## config.mk

```make
export PLATFORM = sky130hd
export DESIGN_NAME = cache_set_nway_flat
export DESIGN_NICKNAME = d
export VERILOG_FILES = /design/src/rtl/cache_set_nway_if.sv /design/src/rtl/cache_set_nway.sv /design/src/flat_wrapper.sv
export SDC_FILE = /design/constraint.sdc
export NUM_CORES = 2
export LEC_CHECK = 0
export ABC_AREA = 0
export ABC_CLOCK_PERIOD_IN_PS = 3500
export BUFFER_PORTS_ARGS = -buffer_cell sky130_fd_sc_hd__buf_2
export CORE_MARGIN = 2
export CORE_UTILIZATION = 55
export DETAILED_ROUTE_END_ITERATION = 6
export HOLD_SLACK_MARGIN = 0.08
export PLACE_DENSITY = 0.75
export SLEW_MARGIN = 20
export SYNTH_ARGS = -nofsm -noshare
export SYNTH_HDL_FRONTEND = slang
export SYNTH_SLANG_ARGS = --single-unit
```

## constraint.sdc

```tcl
create_clock -name clk -period 3.5 [get_ports clk]
set_clock_uncertainty 0.1 [all_clocks]
set_input_delay 0 -clock clk [delete_from_list [all_inputs] [get_ports clk]]
set_output_delay 0 -clock clk [all_outputs]
set_load 0.01 [all_outputs]
```

## src/rtl/cache_set_nway_if.sv

```systemverilog
// Controller-side bundle for one cache set: lookup req/resp, victim/writeback view, refill beats, flash invalidate.
interface cache_set_nway_if #(
   parameter int WAYS             = 2,
   parameter int CACHE_LINE_WIDTH = 6,
   parameter int TAG_WIDTH        = 20
);
   localparam int OFFSET_WIDTH = CACHE_LINE_WIDTH - 2;
   localparam int WAY_W        = (WAYS > 1) ? $clog2(WAYS) : 1;

   logic                    req_valid;
   logic                    req_we;
   logic [TAG_WIDTH-1:0]    req_tag;
   logic [OFFSET_WIDTH-1:0] req_off;
   logic [31:0]             req_wdata;
   logic [3:0]              req_byte_enable;
   logic                    resp_valid;
   logic                    resp_hit;
   logic [31:0]             resp_rdata;
   logic [WAY_W-1:0]        victim_way;
   logic                    victim_valid;
   logic                    victim_dirty;
   logic [TAG_WIDTH-1:0]    victim_tag;
   logic [OFFSET_WIDTH-1:0] wb_off;
   logic [31:0]             wb_rdata;
   logic                    fill_start;
   logic [TAG_WIDTH-1:0]    fill_tag;
   logic                    fill_data_valid;
   logic [31:0]             fill_data;
   logic                    fill_last;
   logic                    fill_busy;
   logic                    fill_done;
   logic                    fill_err;
   logic                    inv_all;

   modport master (
      output req_valid, req_we, req_tag, req_off, req_wdata, req_byte_enable,
      output wb_off, fill_start, fill_tag, fill_data_valid, fill_data, fill_last, inv_all,
      input  resp_valid, resp_hit, resp_rdata, victim_way, victim_valid, victim_dirty,
      input  victim_tag, wb_rdata, fill_busy, fill_done, fill_err
   );

   modport slave (
      input  req_valid, req_we, req_tag, req_off, req_wdata, req_byte_enable,
      input  wb_off, fill_start, fill_tag, fill_data_valid, fill_data, fill_last, inv_all,
      output resp_valid, resp_hit, resp_rdata, victim_way, victim_valid, victim_dirty,
      output victim_tag, wb_rdata, fill_busy, fill_done, fill_err
   );
endinterface

```

## src/rtl/cache_set_nway.sv

```systemverilog
// One N-way cache set with true-LRU replacement, sequential line fill, victim writeback port and flash invalidate.
// Response one cycle after an accepted request; requests are refused while a fill runs or inv_all is high.
module cache_set_nway #(
   parameter int WAYS             = 2,
   parameter int CACHE_LINE_WIDTH = 6,
   parameter int TAG_WIDTH        = 20
) (
   input logic             clk,
   input logic             rst,
   cache_set_nway_if.slave bus
);
   localparam int OFFSET_WIDTH = CACHE_LINE_WIDTH - 2;
   localparam int WORDS        = 1 << OFFSET_WIDTH;
   localparam int WAY_W        = (WAYS > 1) ? $clog2(WAYS) : 1;
   localparam logic [OFFSET_WIDTH-1:0] LAST_WORD = OFFSET_WIDTH'(WORDS - 1);
   localparam logic [WAY_W-1:0]        OLDEST    = WAY_W'(WAYS - 1);

   typedef enum logic {IDLE, FILL} state_t;

   state_t                  state;
   logic [WAYS-1:0]         valid;
   logic [WAYS-1:0]         dirty;
   logic [TAG_WIDTH-1:0]    tag  [WAYS];
   logic [31:0]             data [WAYS][WORDS];
   logic [WAY_W-1:0]        age  [WAYS];
   logic [WAY_W-1:0]        fill_way;
   logic [TAG_WIDTH-1:0]    fill_tag_q;
   logic [OFFSET_WIDTH-1:0] fill_cnt;
   logic                    resp_valid_q;
   logic                    resp_hit_q;
   logic [31:0]             resp_rdata_q;
   logic                    fill_busy_q;
   logic                    fill_done_q;
   logic                    fill_err_q;

   logic [WAYS-1:0]         hit_vec;
   logic                    hit_any;
   logic [WAY_W-1:0]        hit_way;
   logic [WAY_W-1:0]        victim;
   logic                    victim_found;
   logic                    fill_ok;
   logic                    touch_en;
   logic [WAY_W-1:0]        touch_way;

   always_comb begin
      hit_vec = '0;
      hit_way = '0;
      for (int w = 0; w < WAYS; w++) begin
         hit_vec[w] = valid[w] && (tag[w] == bus.req_tag);
         if (hit_vec[w]) hit_way = WAY_W'(w);
      end
   end

   assign hit_any = |hit_vec;

   // Invalid ways are preferred; the descending scan leaves the lowest invalid index.
   always_comb begin
      victim       = '0;
      victim_found = 1'b0;
      for (int w = WAYS - 1; w >= 0; w--) begin
         if (!valid[w]) begin
            victim       = WAY_W'(w);
            victim_found = 1'b1;
         end
      end
      if (!victim_found) begin
         for (int w = 0; w < WAYS; w++) begin
            if (age[w] == OLDEST) victim = WAY_W'(w);
         end
      end
      if (state == FILL) victim = fill_way;
   end

   assign fill_ok = (state == FILL) && bus.fill_data_valid && bus.fill_last && (fill_cnt == LAST_WORD);

   always_comb begin
      touch_en  = 1'b0;
      touch_way = hit_way;
      if (!bus.inv_all) begin
         if (state == IDLE && bus.req_valid && hit_any) begin
            touch_en = 1'b1;
         end else if (fill_ok) begin
            touch_en  = 1'b1;
            touch_way = fill_way;
         end
      end
   end

   always_ff @(posedge clk) begin
      if (rst) begin
         state        <= IDLE;
         valid        <= '0;
         dirty        <= '0;
         fill_way     <= '0;
         fill_tag_q   <= '0;
         fill_cnt     <= '0;
         resp_valid_q <= 1'b0;
         resp_hit_q   <= 1'b0;
         resp_rdata_q <= '0;
         fill_busy_q  <= 1'b0;
         fill_done_q  <= 1'b0;
         fill_err_q   <= 1'b0;
         for (int w = 0; w < WAYS; w++) begin
            tag[w] <= '0;
            age[w] <= WAY_W'(w);
            for (int i = 0; i < WORDS; i++) data[w][i] <= '0;
         end
      end else begin
         resp_valid_q <= 1'b0;
         resp_hit_q   <= 1'b0;
         resp_rdata_q <= '0;
         fill_done_q  <= 1'b0;
         fill_err_q   <= 1'b0;

         // Younger ways than the touched one age by one, keeping ages a permutation.
         if (touch_en) begin
            for (int w = 0; w < WAYS; w++) begin
               if (age[w] < age[touch_way]) age[w] <= age[w] + 1'b1;
            end
            age[touch_way] <= '0;
         end

         if (bus.inv_all) begin
            valid       <= '0;
            dirty       <= '0;
            state       <= IDLE;
            fill_busy_q <= 1'b0;
         end else begin
            case (state)
               IDLE: begin
                  if (bus.req_valid) begin
                     resp_valid_q <= 1'b1;
                     resp_hit_q   <= hit_any;
                     resp_rdata_q <= hit_any ? data[hit_way][bus.req_off] : '0;
                     if (hit_any && bus.req_we) begin
                        dirty[hit_way] <= 1'b1;
                        for (int b = 0; b < 4; b++) begin
                           if (bus.req_byte_enable[b])
                              data[hit_way][bus.req_off][8*b +: 8] <= bus.req_wdata[8*b +: 8];
                        end
                     end
                  end
                  if (bus.fill_start) begin
                     state         <= FILL;
                     fill_busy_q   <= 1'b1;
                     fill_way      <= victim;
                     fill_tag_q    <= bus.fill_tag;
                     fill_cnt      <= '0;
                     valid[victim] <= 1'b0;
                  end
               end
               FILL: begin
                  if (bus.fill_data_valid) begin
                     data[fill_way][fill_cnt] <= bus.fill_data;
                     fill_cnt                 <= fill_cnt + 1'b1;
                     if (bus.fill_last) begin
                        state       <= IDLE;
                        fill_busy_q <= 1'b0;
                        if (fill_cnt == LAST_WORD) begin
                           tag[fill_way]   <= fill_tag_q;
                           valid[fill_way] <= 1'b1;
                           dirty[fill_way] <= 1'b0;
                           fill_done_q     <= 1'b1;
                        end else begin
                           fill_err_q <= 1'b1;
                        end
                     end
                  end
               end
               default: state <= IDLE;
            endcase
         end
      end
   end

   assign bus.resp_valid   = resp_valid_q;
   assign bus.resp_hit     = resp_hit_q;
   assign bus.resp_rdata   = resp_rdata_q;
   assign bus.fill_busy    = fill_busy_q;
   assign bus.fill_done    = fill_done_q;
   assign bus.fill_err     = fill_err_q;
   assign bus.victim_way   = victim;
   assign bus.victim_valid = valid[victim];
   assign bus.victim_dirty = dirty[victim];
   assign bus.victim_tag   = tag[victim];
   assign bus.wb_rdata     = data[victim][bus.wb_off];
endmodule

```

## src/flat_wrapper.sv

```systemverilog
// flat-port wrapper written by rule: the top's interface ports become plain ports
module cache_set_nway_flat 
#(
   parameter int WAYS             = 2,
   parameter int CACHE_LINE_WIDTH = 6,
   parameter int TAG_WIDTH        = 20
)
  (clk, rst, bus_req_valid, bus_req_we, bus_req_tag, bus_req_off, bus_req_wdata, bus_req_byte_enable, bus_wb_off, bus_fill_start, bus_fill_tag, bus_fill_data_valid, bus_fill_data, bus_fill_last, bus_inv_all, bus_resp_valid, bus_resp_hit, bus_resp_rdata, bus_victim_way, bus_victim_valid, bus_victim_dirty, bus_victim_tag, bus_wb_rdata, bus_fill_busy, bus_fill_done, bus_fill_err);
  cache_set_nway_if #(.WAYS(WAYS), .CACHE_LINE_WIDTH(CACHE_LINE_WIDTH), .TAG_WIDTH(TAG_WIDTH)) bus_i ();
  input logic clk;
  input logic rst;
  input wire logic [$bits(bus_i.req_valid)-1:0] bus_req_valid;
  input wire logic [$bits(bus_i.req_we)-1:0] bus_req_we;
  input wire logic [$bits(bus_i.req_tag)-1:0] bus_req_tag;
  input wire logic [$bits(bus_i.req_off)-1:0] bus_req_off;
  input wire logic [$bits(bus_i.req_wdata)-1:0] bus_req_wdata;
  input wire logic [$bits(bus_i.req_byte_enable)-1:0] bus_req_byte_enable;
  input wire logic [$bits(bus_i.wb_off)-1:0] bus_wb_off;
  input wire logic [$bits(bus_i.fill_start)-1:0] bus_fill_start;
  input wire logic [$bits(bus_i.fill_tag)-1:0] bus_fill_tag;
  input wire logic [$bits(bus_i.fill_data_valid)-1:0] bus_fill_data_valid;
  input wire logic [$bits(bus_i.fill_data)-1:0] bus_fill_data;
  input wire logic [$bits(bus_i.fill_last)-1:0] bus_fill_last;
  input wire logic [$bits(bus_i.inv_all)-1:0] bus_inv_all;
  output wire logic [$bits(bus_i.resp_valid)-1:0] bus_resp_valid;
  output wire logic [$bits(bus_i.resp_hit)-1:0] bus_resp_hit;
  output wire logic [$bits(bus_i.resp_rdata)-1:0] bus_resp_rdata;
  output wire logic [$bits(bus_i.victim_way)-1:0] bus_victim_way;
  output wire logic [$bits(bus_i.victim_valid)-1:0] bus_victim_valid;
  output wire logic [$bits(bus_i.victim_dirty)-1:0] bus_victim_dirty;
  output wire logic [$bits(bus_i.victim_tag)-1:0] bus_victim_tag;
  output wire logic [$bits(bus_i.wb_rdata)-1:0] bus_wb_rdata;
  output wire logic [$bits(bus_i.fill_busy)-1:0] bus_fill_busy;
  output wire logic [$bits(bus_i.fill_done)-1:0] bus_fill_done;
  output wire logic [$bits(bus_i.fill_err)-1:0] bus_fill_err;
  assign bus_i.req_valid = bus_req_valid;
  assign bus_i.req_we = bus_req_we;
  assign bus_i.req_tag = bus_req_tag;
  assign bus_i.req_off = bus_req_off;
  assign bus_i.req_wdata = bus_req_wdata;
  assign bus_i.req_byte_enable = bus_req_byte_enable;
  assign bus_i.wb_off = bus_wb_off;
  assign bus_i.fill_start = bus_fill_start;
  assign bus_i.fill_tag = bus_fill_tag;
  assign bus_i.fill_data_valid = bus_fill_data_valid;
  assign bus_i.fill_data = bus_fill_data;
  assign bus_i.fill_last = bus_fill_last;
  assign bus_i.inv_all = bus_inv_all;
  assign bus_resp_valid = bus_i.resp_valid;
  assign bus_resp_hit = bus_i.resp_hit;
  assign bus_resp_rdata = bus_i.resp_rdata;
  assign bus_victim_way = bus_i.victim_way;
  assign bus_victim_valid = bus_i.victim_valid;
  assign bus_victim_dirty = bus_i.victim_dirty;
  assign bus_victim_tag = bus_i.victim_tag;
  assign bus_wb_rdata = bus_i.wb_rdata;
  assign bus_fill_busy = bus_i.fill_busy;
  assign bus_fill_done = bus_i.fill_done;
  assign bus_fill_err = bus_i.fill_err;
  cache_set_nway #(.WAYS(WAYS), .CACHE_LINE_WIDTH(CACHE_LINE_WIDTH), .TAG_WIDTH(TAG_WIDTH)) u_core (.clk(clk), .rst(rst), .bus(bus_i));
endmodule
```

# After elaboration in Yosys (flattened, before gate mapping)
# Memories as Yosys holds them, arrays and structs flattened.
# Index checks and enable logic that the tools add are counted.
# op_classes
add_sub_neg	3
order_cmp	13
n_eq_ne	9
muxes	1664
bitwise_logic	1553
n_reduce_logical	27
# ops
cell	n
512-bit two-way mux	9
1-bit two-way mux	1619
1-bit OR	1538
512-bit OR reduction	2
32-bit demux with 4-bit select	5
32-bit binary-select mux with 4-bit select	2
32-bit two-way mux	6
20-bit == test	2
24-bit two-way mux	1
20-bit two-way mux	1
20-bit OR reduction	1
2-bit two-way mux	9
16-bit two-way mux	1
5-bit greater-or-equal comparator, second input constant	3
4-bit inverter with 5-bit output	3
1-bit logical AND	13
2-bit inequality test, second input constant	6
5-bit by 1-bit < comparator with 1-bit output, second input constant	2
5-bit OR reduction	2
3-bit AND reduction	3
4-bit two-way mux	2
8-bit two-way mux	1
2-bit one-hot mux with 2 select lines	2
4-bit one-hot mux with 2 select lines	1
other kinds (17)	35
# word_totals
ff_bits	67
mem_bits_rw	1066
in_bits	124
output_inout_bits	92
word_cells	3284
mem_count	3
# mem_list
memory	depth	word_bits	read_ports	rd_clocked_by_memory_dff	wr	line	source
u_core.data	2	512	2	0	2	cache_set_nway.sv:24	logic [31:0] data [WAYS][WORDS];
u_core.tag	2	20	3	0	2	cache_set_nway.sv:23	logic [TAG_WIDTH-1:0] tag [WAYS];
u_core.age	2	1	3	0	3	cache_set_nway.sv:25	logic [WAY_W-1:0] age [WAYS];

# Depth between registers and ports, before layout
# An unclocked memory read counts as a cell.
# logic_depth
word_depth	17
mapped_depth	11
depth_no_buf	8

# Worst setup path before layout
# OpenSTA, ideal clock, no wires.
# synth_timing
path_type	register to register
from	memory u_core.tag[1][0]
to	memory u_core.data[1][224] (netlist bit) (enable)
setup_time_ns	0.371
t_arrival_ns	2.828
required_time_ns	3.029
setup_slack_ns	0.202
stages_incl_launch_ff	10
n_path_buf	2
synth_period_minus_slack_ns	3.298
path_cell_list	edfxtp_1 -> xnor2_1 -> nand2_1 -> or3b_1 -> or4_1 -> buf_2 -> buf_6 -> a2111oi_2 -> o21ai_1 -> nor2_1
# synth_lines
element	line
from (decl)	cache_set_nway.sv:23
to (decl)	cache_set_nway.sv:24

==> key figures <==
STA
  • Final critical-path setup slack: -0.03732 ns
  • RSZ-0062 raised after global routing: yes
  • WHS: 0.1294 ns
  • Highest Clock Rate: between 200 and 300 MHz
  • Final TNS setup: -0.2099 ns
  • Setup violators final: 19
  • Period utilization: 101.1%
  • Final hold vios: 0
  • Max-slew violations: 0
  • Slew HR: 10.36%
  • Tmin final: 3.537 ns
  • Slew of the pin with the lowest slew margin: 1.345 ns

Placed design
  • # port buffers: 215
  • DP HPWL: 130,800 um
  • RD Place Congestion: slightly above 0.9
  • Placed Instance Area: approximately 0.068 mm2
  • Pre-CTS setup slack: -0.2320 ns

Min path
  • Hold Startpoint: bus_fill_start
  • Worst min path class: input pin to register
  • Worst Hold End: u_core.state$_SDFF_PP0_
  • Worst Hold Depth: 4

Flow run
  • # Max-Cap Violations: 0

Clock tree
  • Bufs on Longest Clock Path: 3
  • CTS Sinks: approximately 1,100
  • Worst-Skew Late Latency: ~0.73 ns
  • CTS tree: built
  • H-tree depth: 3
  • Clock-pin slew on the worst setup and hold paths: around 0.060 ns
  • CTS root buf: clkbuf_16
  • Num CTS Buffers: between 100 and 150

GRT
  • Initial antenna violation count: 7
  • Met1 Use GR: between 40% and 50%
  • Global Route Usage Sum: between 30% and 40%
  • Largest net degree at the start of global routing: about 170
  • Met3 Use GR: roughly 8.5%
  • Met2 Track Usage GR: a little under three fifths
  • First-pass GRT wire length: around 290,000 um
  • Vias in the first global route: 46,810
  • Busiest grt layer: met2
  • Grt total ovfl: 0

Synth
  • Ys async rst share: 0%
  • EDFF count, synth: 1,064
  • Syn Nets: 5,061
  • Syn. warnings: 0
  • Mean Syn Cell Area: around 12 um2
  • Yosys reg bits: 1,133
  • Cells after synthesis: 4,933
  • Synthesized area: slightly above 0.06 mm2
  • Most common cell in the netlist: nand2_1
  • Sequential area share after synthesis: a little over half
  • Yosys top cell by area: edfxtp_1
  • Synth Flop Type: edfxtp_1
  • Top cell type's share of synthesized area: 52.46%
  • Top post-synthesis cells by area: edfxtp_1 52%, mux4_2 12%, mux2i_1 8.4%, nand2_1 6.6%, nor2_1 4.0%
  • Top cells by count, synth: 1,065 x nand2_1, 1,064 x edfxtp_1, 650 x nor2_1
  • Distinct cells, synth: 56

Die
  • Die W: ~340 um
  • Die Ht: roughly 340 um
  • Core area: ~0.11 mm2
  • Initial Utilization: 55.26%
  • DIE AREA: between 0.1 and 0.15 mm2
  • # rows: 122
  • I/O pins: 216

Setup path
  • CP Max Fanout: 7
  • WP data arrival: 3.99 ns
  • Critical Path RT: 3.95 ns
  • Max stage delay on crit path: between 0.6 and 0.7 ns
  • Crit-path most repeated cell: buf_4
  • Worst R2R Start: u_core.tag[1][0]$_SDFFCE_PN0P_
  • Critical-path cell list: xnor2_2 > nand2_1 > or3b_4 > buf_4 > nor4_4 > buf_6 > buf_4 > clkbuf_16 > buf_4 > mux2i_1 > o41ai_1 > a41oi_1
  • Crit end category: register
  • Worst path slowest cell: o41ai_1
  • CP Class: register to register
  • CP bufs+invs: 5
  • Worst setup path startpoint: u_core.tag[1][0]$_SDFFCE_PN0P_
  • R2R depth: 12
  • R2R setup slack: -0.04 ns
  • Crit path max-delay family: compound AO/OA/AOI/OAI gates
  • Reg2Reg Capture Point: u_core.bus.resp_rdata[21]$_SDFF_PP0_
  • CP Launch Type: register

Power
  • Internal power: 24.00 mW
  • Logic pwr share: 9.8%
  • P_leak: 26.29 nW
  • Sw Ratio: between 20% and 30%
  • Clk pwr share: around two fifths
  • Power per cell area: approximately 420 mW/mm2
  • Worst VDD drop: between 400 and 500 uV
  • Psw: between 7 and 8 mW
  • Flop pwr share: between 40% and 50%

Drt
  • Drc violations: 0
  • Total wire length: roughly 200,000 um
  • Drt pass-1 iters: 6
  • Vias per std cell: 6.598
  • Initial DRC count: roughly 7,000
  • WL per Instance: 28.19 um
  • Post-route ant nets: 0
  • Vias: roughly 48,000

Layout
  • Net count, final: 5,753
  • Share of cells above drive strength 1: between 20% and 30%
  • Number of antenna diodes: 0
  • Final instance area: approximately 0.076 mm2
  • Post-layout util: between 60% and 70%
  • Synth-to-layout area growth: 23.98%

Status
  • Failing checks: negative setup slack
  • Status: finished, violations left
-- metrics by stage --
stage                     total power [mW]  instances
after CTS                            31.26       7143
after floorplan                      17.28       4933
after global placement               18.55       6774
after global routing                 32.13       7209
after detailed placement             18.64       6774
final                                31.45       7209
-- power groups by stage --
stage	registers [mW]	logic [mW]	clock network, mW
after global placement	15.8	2.74	0
final	15.6	3.10	12.8
after global routing	15.6	3.22	13.3
after detailed placement	15.8	2.80	0
after CTS	15.6	2.94	12.8
after floorplan	15.7	1.54	0
-- cells in the final DEF (no fill, tap or decap), types with 22 or more instances in the layout --
master / netlist / layout
edfxtp_1: 1064 / 1064
nand2_1: 1065 / 1063
nor2_1: 650 / 637
mux2i_1: 513 / 513
buf_4: 37 / 392
mux4_2: 320 / 320
buf_2: 69 / 203
buf_12: 0 / 156
dlygate4sd3_1: 0 / 145
clkbuf_16: 0 / 138
o41ai_1: 128 / 110
nand2b_1: 75 / 74
and2_1: 75 / 73
inv_1: 74 / 72
dfxtp_1: 69 / 65
o211ai_1: 60 / 60
o21ai_1: 64 / 58
o21ai_2: 52 / 57
a2111oi_2: 57 / 42
mux2_2: 53 / 34
a41oi_1: 32 / 31
buf_6: 10 / 26
a211oi_2: 29 / 23
clkinv_2: 0 / 23
a2111oi_4: 7 / 22
-- worst max path at each step --
stage / endpoint / slack, ns / cells after the start
5_1_grt: u_core.bus.resp_rdata[21]$_SDFF_PP0_ / -0.12 / 12
6_report: u_core.bus.resp_rdata[21]$_SDFF_PP0_ / -0.04 / 12
3_5_place_dp: u_core.bus.resp_rdata[19]$_SDFF_PP0_ / -0.23 / 13
4_1_cts: bus_wb_rdata[4] / -0.04 / 9
3_3_place_gp: u_core.bus.resp_rdata[19]$_SDFF_PP0_ / -0.15 / 13
2_1_floorplan: u_core.data[1][224]$_DFFE_PP_ / 0.20 / 9
-- tightest hold or removal path, cell delays in order --
cell           delay (ns)
dlygate4sd3_1        0.55
buf_2                0.14
nor2_1               0.14
nor3b_1              0.08
-- cells by family after synthesis --
group	share of synthesized area, %
flip-flops	54.73
buffers and inverters	3.371
AND/OR/NAND/NOR	12.76
adder cells (fa/ha/maj)	0.08218
AO/OA/AOI/OAI	7.205
XOR/XNOR	0.6040
multiplexers	21.25
-- flip-flops by register name, summed over array words and instances, names as in the netlist --
register,flops
u_core.data,1024
u_core.valid,2
u_core.bus.resp_valid,1
u_core.fill_tag_q,20
u_core.fill_cnt,4
u_core.age,2
u_core.bus.fill_done,1
u_core.tag,40
u_core.state,1
u_core.bus.fill_err,1
u_core.bus.fill_busy,1
u_core.bus.resp_hit,1
u_core.bus.resp_rdata,32
u_core.fill_way,1
u_core.dirty,2
-- repair_timing --
action,4_1_cts,5_1_grt
hold endpoints to repair,1150,17
gates cloned,5,29
resized for setup,35,124
setup endpoints to repair,162,1194
pin swaps,2,20
hold buffers,147,1
setup buffers,5,42
-- cell type report --
| class | count | area [um2] |
|---|---|---|
| clock buffers | 135 | 3013 |
| clock inverters | 77 | 845.8 |
| fillers | 7302 | 34710 |
| well taps | 1488 | 1862 |
| multi-input cells | 3334 | 26220 |
| repair buffers | 968 | 9945 |
| inverters | 74 | 277.8 |
| flip-flops and latches | 1133 | 33340 |
-- per-layer routing --
layer	share of wire [%]	wire length (um)	vias to the layer above
li1	-	-	19680
met2	48	97170	3729
met4	5.3	10870	16
met3	12	24760	719
met5	0.12	235	-
met1	35	70170	23420
(Power assumes the default switching activity.)
